### config.mk
export PLATFORM = sky130hd
export DESIGN_NAME = detector_presencia
export DESIGN_NICKNAME = d
export VERILOG_FILES = /design/src/rtl/detector_presencia.sv
export SDC_FILE = /design/constraint.sdc
export NUM_CORES = 1
export LEC_CHECK = 0
export ABC_AREA = 1
export BUFFER_PORTS_ARGS = -buffer_cell sky130_fd_sc_hd__buf_2
export CORE_MARGIN = 5
export CORE_UTILIZATION = 40
export CTS_BUF_LIST = sky130_fd_sc_hd__clkbuf_16
export DETAILED_ROUTE_END_ITERATION = 7
export PLACE_DENSITY_LB_ADDON = 0.2
export SLEW_MARGIN = 20
export SYNTH_ARGS = -nofsm -noshare
export SYNTH_HDL_FRONTEND = slang
export SYNTH_SLANG_ARGS = --single-unit
export TNS_END_PERCENT = 20
### constraint.sdc
create_clock -name clk -period 2.2 [get_ports clk]
set_input_delay 0.44 -clock clk [delete_from_list [all_inputs] [get_ports clk]]
set_output_delay 0.44 -clock clk [all_outputs]
set_load 0.05 [all_outputs]
### src/rtl/detector_presencia.sv
// Debounced presence detector with short-visit ("caricia") event generation.
// Optional caricia counter built only when DETECTOR_PRESENCIA_CONTADOR_EN is defined.
module detector_presencia #(
  parameter int unsigned W            = 9,
  parameter int unsigned UMBRAL_CERCA = 20,
  parameter int unsigned UMBRAL_LEJOS = 30,
  parameter int unsigned N_CONFIRM    = 3,
  parameter int unsigned CARICIA_MAX  = 10
) (
  input  logic         clk,
  input  logic         rst_n,
  input  logic [W-1:0] dist_cm,
  input  logic         dist_valid,
  input  logic         dist_timeout,
  output logic         presente,
  output logic         caricia,
  output logic [7:0]   caricias_cnt,
  output logic [1:0]   estado
);

  typedef enum logic [1:0] {
    LEJOS     = 2'd0,
    ACERCANDO = 2'd1,
    CERCA     = 2'd2,
    ALEJANDO  = 2'd3
  } state_e;

  localparam logic [3:0] NCONF   = 4'(N_CONFIRM);
  localparam logic [5:0] DUR_MAX = 6'(CARICIA_MAX);
  localparam logic [5:0] DUR_SAT = 6'(CARICIA_MAX + 1);

  state_e     state_q, state_d;
  logic [3:0] conf_q, conf_d;
  logic [5:0] dur_q, dur_d;
  logic       presente_q, presente_d;
  logic       caricia_q, caricia_d;

  logic       far_s, near_s;
  logic [3:0] conf_inc;
  logic [5:0] dur_inc;
  logic       exit_visit;

  // Timeout wins over a simultaneous valid; a zero distance is a glitch (neutral).
  assign far_s  = dist_timeout || (dist_valid && (dist_cm >= W'(UMBRAL_LEJOS)));
  assign near_s = !dist_timeout && dist_valid && (dist_cm != '0) &&
                  (dist_cm <= W'(UMBRAL_CERCA));

  assign conf_inc = conf_q + 4'd1;
  assign dur_inc  = (dur_q >= DUR_SAT) ? dur_q : dur_q + 6'd1;

  always_comb begin
    state_d    = state_q;
    conf_d     = conf_q;
    dur_d      = dur_q;
    presente_d = presente_q;
    caricia_d  = 1'b0;
    exit_visit = 1'b0;
    unique case (state_q)
      LEJOS: begin
        if (near_s) begin
          if (N_CONFIRM == 1) begin
            state_d    = CERCA;
            presente_d = 1'b1;
            dur_d      = '0;
            conf_d     = '0;
          end else begin
            state_d = ACERCANDO;
            conf_d  = 4'd1;
          end
        end
      end
      ACERCANDO: begin
        if (near_s) begin
          if (conf_inc >= NCONF) begin
            state_d    = CERCA;
            presente_d = 1'b1;
            dur_d      = '0;
            conf_d     = '0;
          end else begin
            conf_d = conf_inc;
          end
        end else if (far_s) begin
          state_d = LEJOS;
          conf_d  = '0;
        end
      end
      CERCA: begin
        if (near_s || far_s) dur_d = dur_inc;
        if (far_s) begin
          if (N_CONFIRM == 1) begin
            exit_visit = 1'b1;
          end else begin
            state_d = ALEJANDO;
            conf_d  = 4'd1;
          end
        end
      end
      ALEJANDO: begin
        if (near_s || far_s) dur_d = dur_inc;
        if (far_s) begin
          if (conf_inc >= NCONF) exit_visit = 1'b1;
          else conf_d = conf_inc;
        end else if (near_s) begin
          state_d = CERCA;
          conf_d  = '0;
        end
      end
      default: state_d = LEJOS;
    endcase
    // Visit length judged on the count including the sample that ends the visit.
    if (exit_visit) begin
      state_d    = LEJOS;
      presente_d = 1'b0;
      conf_d     = '0;
      caricia_d  = (dur_inc <= DUR_MAX);
    end
  end

  always_ff @(posedge clk or negedge rst_n) begin
    if (!rst_n) begin
      state_q    <= LEJOS;
      conf_q     <= '0;
      dur_q      <= '0;
      presente_q <= 1'b0;
      caricia_q  <= 1'b0;
    end else begin
      state_q    <= state_d;
      conf_q     <= conf_d;
      dur_q      <= dur_d;
      presente_q <= presente_d;
      caricia_q  <= caricia_d;
    end
  end

`ifdef DETECTOR_PRESENCIA_CONTADOR_EN
  logic [7:0] cnt_q;

  always_ff @(posedge clk or negedge rst_n) begin
    if (!rst_n) begin
      cnt_q <= '0;
    end else if (caricia_d && (cnt_q != '1)) begin
      cnt_q <= cnt_q + 8'd1;
    end
  end

  assign caricias_cnt = cnt_q;
`else
  assign caricias_cnt = '0;
`endif

  assign presente = presente_q;
  assign caricia  = caricia_q;
  assign estado   = 2'(state_q);

endmodule

======== After elaboration in Yosys (flattened, before gate mapping) ========
Index checks and enable logic that the tools add are counted.
word-level totals
  register bits ........................... 14
  input bits .............................. 13
  output and inout bits ................... 12
  word-level logic and storage cells ...... 76
operators by class
  add/sub/neg operators ................... 2
  $lt $le $gt $ge ......................... 5
  equal/unequal tests ..................... 14
  muxes and demuxes ....................... 32
  reductions and logical operators ........ 18
operator list
  operator             number
  $mux 4               9
  $mux 6               4
  $mux 2               8
  $ne 4x4->1 const B   4
  $pmux 4 s4           1
  $ne 3x3->1 const B   4
  $pmux 6 s2           1
  $ge 9x5->1 const B   1
  $le 9x5->1 const B   1
  $reduce_bool 9->1    1
  $mux 1               8
  $pmux 2 s4           1
  $reduce_bool 2->1    4
  $add 6x1->6 const B  1
  $ge 6x4->1 const B   1
  $le 6x4->1 const B   1
  $reduce_and 6->1     1
  $reduce_and 5->1     1
  $add 4x1->4 const B  1
  $eq 2x2->1 const B   2
  $ge 4x2->1 const B   1
  $logic_and 1x1->1    4
  $ne 2x2->1 const B   2
  $reduce_and 4->1     1
  other kinds (7)      8

======== Logic depth before layout (Yosys ltp) ========
  word-level depth ........................ 8
  gate-level depth with buffers ........... 12
  mapped depth without buffers ............ 12

======== Worst setup path after synthesis ========
Ideal clock, no wire load.
  path kind ............................... flip-flop to flip-flop
  from .................................... register state_q[0], in the netlist estado[0]
  to ...................................... register state_q[0], in the netlist estado[0]
  setup time .............................. 120 ps
  arrival ................................. 1481 ps
  required time ........................... 2080 ps
  slack ................................... 599 ps
  stages on the path, launching flop included .. 10
  buffers on the path ..................... 0
  period minus slack after synthesis ...... 1601 ps
  path through ............................ dfrtp_1 -> inv_1 -> nand2_1 -> inv_1 -> nor2_1 -> nor2_1 -> nand2_1 -> nand3_1 -> nand2_1 -> nand2_1
on the way
  longest elaborated chain between the ends .. 4
  elaborated cells between the ends (all ways) .. 14
  those cells by class .................... eq/ne: 9; mux: 3; reduce/logical: 2
ends and longest elaborated chain
  what                                                       RTL line  RTL
  from (decl)                                                32        state_e state_q, state_d;
  from (signal assigned)                                     127       state_q <= state_d;
  $eq 2x2->1                                                 58        unique case (state_q)
  $mux 1                                                     58
  $ne 4x4->1 (no line) / $ne 3x3->1 (equally long branches)  --
  $reduce_and 6->1 (no line)                                 --
Parallel ways exist; a longest one is shown, timed or not.
A chain may end at the register's enable or synchronous reset.

======== Final worst setup path ========
  from .................................... register state_q[1], in the netlist estado[1]
  to ...................................... output estado[1]
RTL lines
  what       RTL line  RTL
  to (decl)  18        output logic [1:0] estado
No word-level cell between the ends.

==> reports/metrics.yaml <==
outcome: "finished, final reports clean"
die_y_um: 63.7
synth_top_area_share_pct: 30.4
drtAntennaViolNets: 0
synth_warnings: 0
ys_ff_latch: 14
place_inst: 216
floorplan.initialDensity_pct: 41.8
crit_family: "flip-flops"
synthCells: 171
drt-wirelength-per-cell_um: 10.4
final_cell_area_sq_um: 1310
cp_num_cells: 1
fin_util_pct: 47.5
io_pins: 25
synthesis.area_sq_um: 1150
grt_max_degree: 15
report.final.slew_viol_count: 0
drt_wl_total_mm: 2.29
fin_ws_ns: 0.534
drt_pass1_iterations: 4
crit_slowest_cell: "dfrtp_1"
clock_sinks: 14
powerDensity_nw_per_um2: 845
postCtsSetupBuffers: 0
first_iter_violations: 30
viasPerCell: 4.72
dieArea_sq_um: 4060
cts_buffer_depth: 2
clkTransAtPathRegs_ns: 0.05
grtUsageTotal_pct: 12.1
synth_area_leaders: "dfrtp_1 (30%), nand2_1 (16%), inv_1 (7.8%)"
postSynthAreaPerCell_sq_um: 6.75
rows: 19
holdWs_ns: 0.0884
reg2reg_setup_slack_ns: 0.66
antenna_found_initial: 0
syn2layout_area_growth_pct: 13.6
gp_congestion: 0.807
synth.distinct_cells: 26
crit_type: "reg -> out"
drive_above_1_share_pct: 22.8
timing.final.crit_share_pct: 75.7
io_buffers: 16
dp_slack_ns: 0.640
grt_pass1_vias: 955
worstRegToRegCells: 12
diodes: 0
crit_chain: "buf_2"
core_sq_um: 2760
htree_levels: 1
grt_pass1_wl_mm: 4.00
cts-hold-fix-buffers: 0
hold_path.class: "in -> async"
hold_violations: 0
hpwl_mm: 1.85
finClkSkew_ns: 0.00151
cts_tree: "yes"
rsz0062_at_grt: "false"
setup_viol: 0
yosysTopAreaCell: "dfrtp_1"
post-route-min-period_ns: 1.67
die_width_um: 63.7
p_total_mw: 1.11
gr-total-overflow: 0
cp.required_ns: 1.76
worst-path-buf-inv: 1
cp-end-kind: "primary output"
maxCapViolations: 0
ys_seq_area_share_pct: 30.4
cpPeakStageDelay_ns: 0.63
nets: 206
ir_worst_vdd_uv: 578
final_cells: 220
clock_latency_ns: 0.24
fin_setup_tns_ns: 0
cts_root_buf: "clkbuf_16"
crit_arrival_ns: 1.23
num_vias: 1039
ctsResizeCount: 0
critPathMaxFanout: 11
cts_buffers: 3
drc_errors: 0
placed_area_sq_um: 1230
power_leakage_nw: 0.737
fmax_mhz: 600
cp-start-kind: "register"
[worst paths after layout]
kind | from | endpoint
worst max-delay path | estado[1] | estado[1]
worst min-delay path | rst_n | conf_q[2]
worst max register to register | conf_q[0] | conf_q[0]
worst min register to register | dur_q[5] | dur_q[5]
max in group asynchronous | rst_n | dur_q[0]
min in group clk | dur_q[5] | dur_q[5]
[final cells by class]
cell class / count / area (sq um)
Fill cell: 298 / 1450
Multi-Input combinational cell: 128 / 661
Sequential cell: 14 / 350
Inverter: 27 / 101
Timing Repair Buffer: 16 / 80.1
Clock buffer: 3 / 75.1
Tap cell: 31 / 38.8
Clock inverter: 1 / 3.75
[cells in the final DEF, fill, tap and decap left out, types with 3 or more instances in the layout]
| master | instances |
|---|---|
| nand2_1 | 48 |
| inv_1 | 24 |
| nor2_1 | 20 |
| buf_2 | 16 |
| dfrtp_1 | 14 |
| nand3_1 | 10 |
| conb_1 | 8 |
| nor2_2 | 5 |
| o21ai_1 | 5 |
| nand4_1 | 4 |
| nand2_2 | 4 |
| inv_2 | 3 |
| ha_1 | 3 |
| clkbuf_16 | 3 |
[power by group]
part           internal, mW  switching, mW
clock network         0.241          0.107
logic                 0.122          0.294
registers             0.289         0.0556
[worst reg2reg max path: stages (launching register included)]
cell	delay (ns)
dfrtp_1	0.41
inv_1	0.08
ha_1	0.19
inv_1	0.05
nand2_1	0.04
nor2_1	0.12
and2_4	0.19
nand3_2	0.11
nand2_1	0.09
nand2_1	0.05
nand2_1	0.05
nand2_1	0.05
nand2_1	0.05
[cells by family (layout without fill, tap and decap cells)]
group / after synthesis / in the layout / synth area share, %
simple gates: 101 / 101 / 42.3
fa+ha+maj: 3 / 3 / 3.25
buf+inv: 36 / 47 / 14.6
flops: 14 / 14 / 30.4
xor+xnor: 2 / 2 / 1.52
other cells: 1 / 8 / 0.325
compound gates: 14 / 14 / 7.59
[sequential cells by signal (all words and copies together), names as in the netlist]
signal    flops
dur_q         6
estado        2
conf_q        4
caricia       1
presente      1
[routing by layer]
metal / vias up / track usage [%] / part of all wire, %
met5: - / 0 / 0
met4: 0 / 1.56 / 0
met3: 0 / 3.73 / 5.1
met2: 16 / 20.7 / 49
met1: 472 / 15.3 / 46
li1: 551 / - / -
[cell usage after synthesis]
library cell and n:
nand2_1 48, inv_1 24, nor2_1 20, dfrtp_1 14
nand3_1 10, buf_4 9, nor2_2 5, o21ai_1 5
nand2_2 4, nand4_1 4, ha_1 3, inv_2 3
a21oi_1 2, a21oi_2 2, nand3_2 2, nand3b_1 2
nor2_4 2, o21ai_0 2, o21ai_2 2, xor2_1 2
and2_4 1, conb_1 1, nand2_4 1, nand3_4 1
o21a_1 1, or2_2 1
No activity file was read; power rests on OpenSTA's default activity.
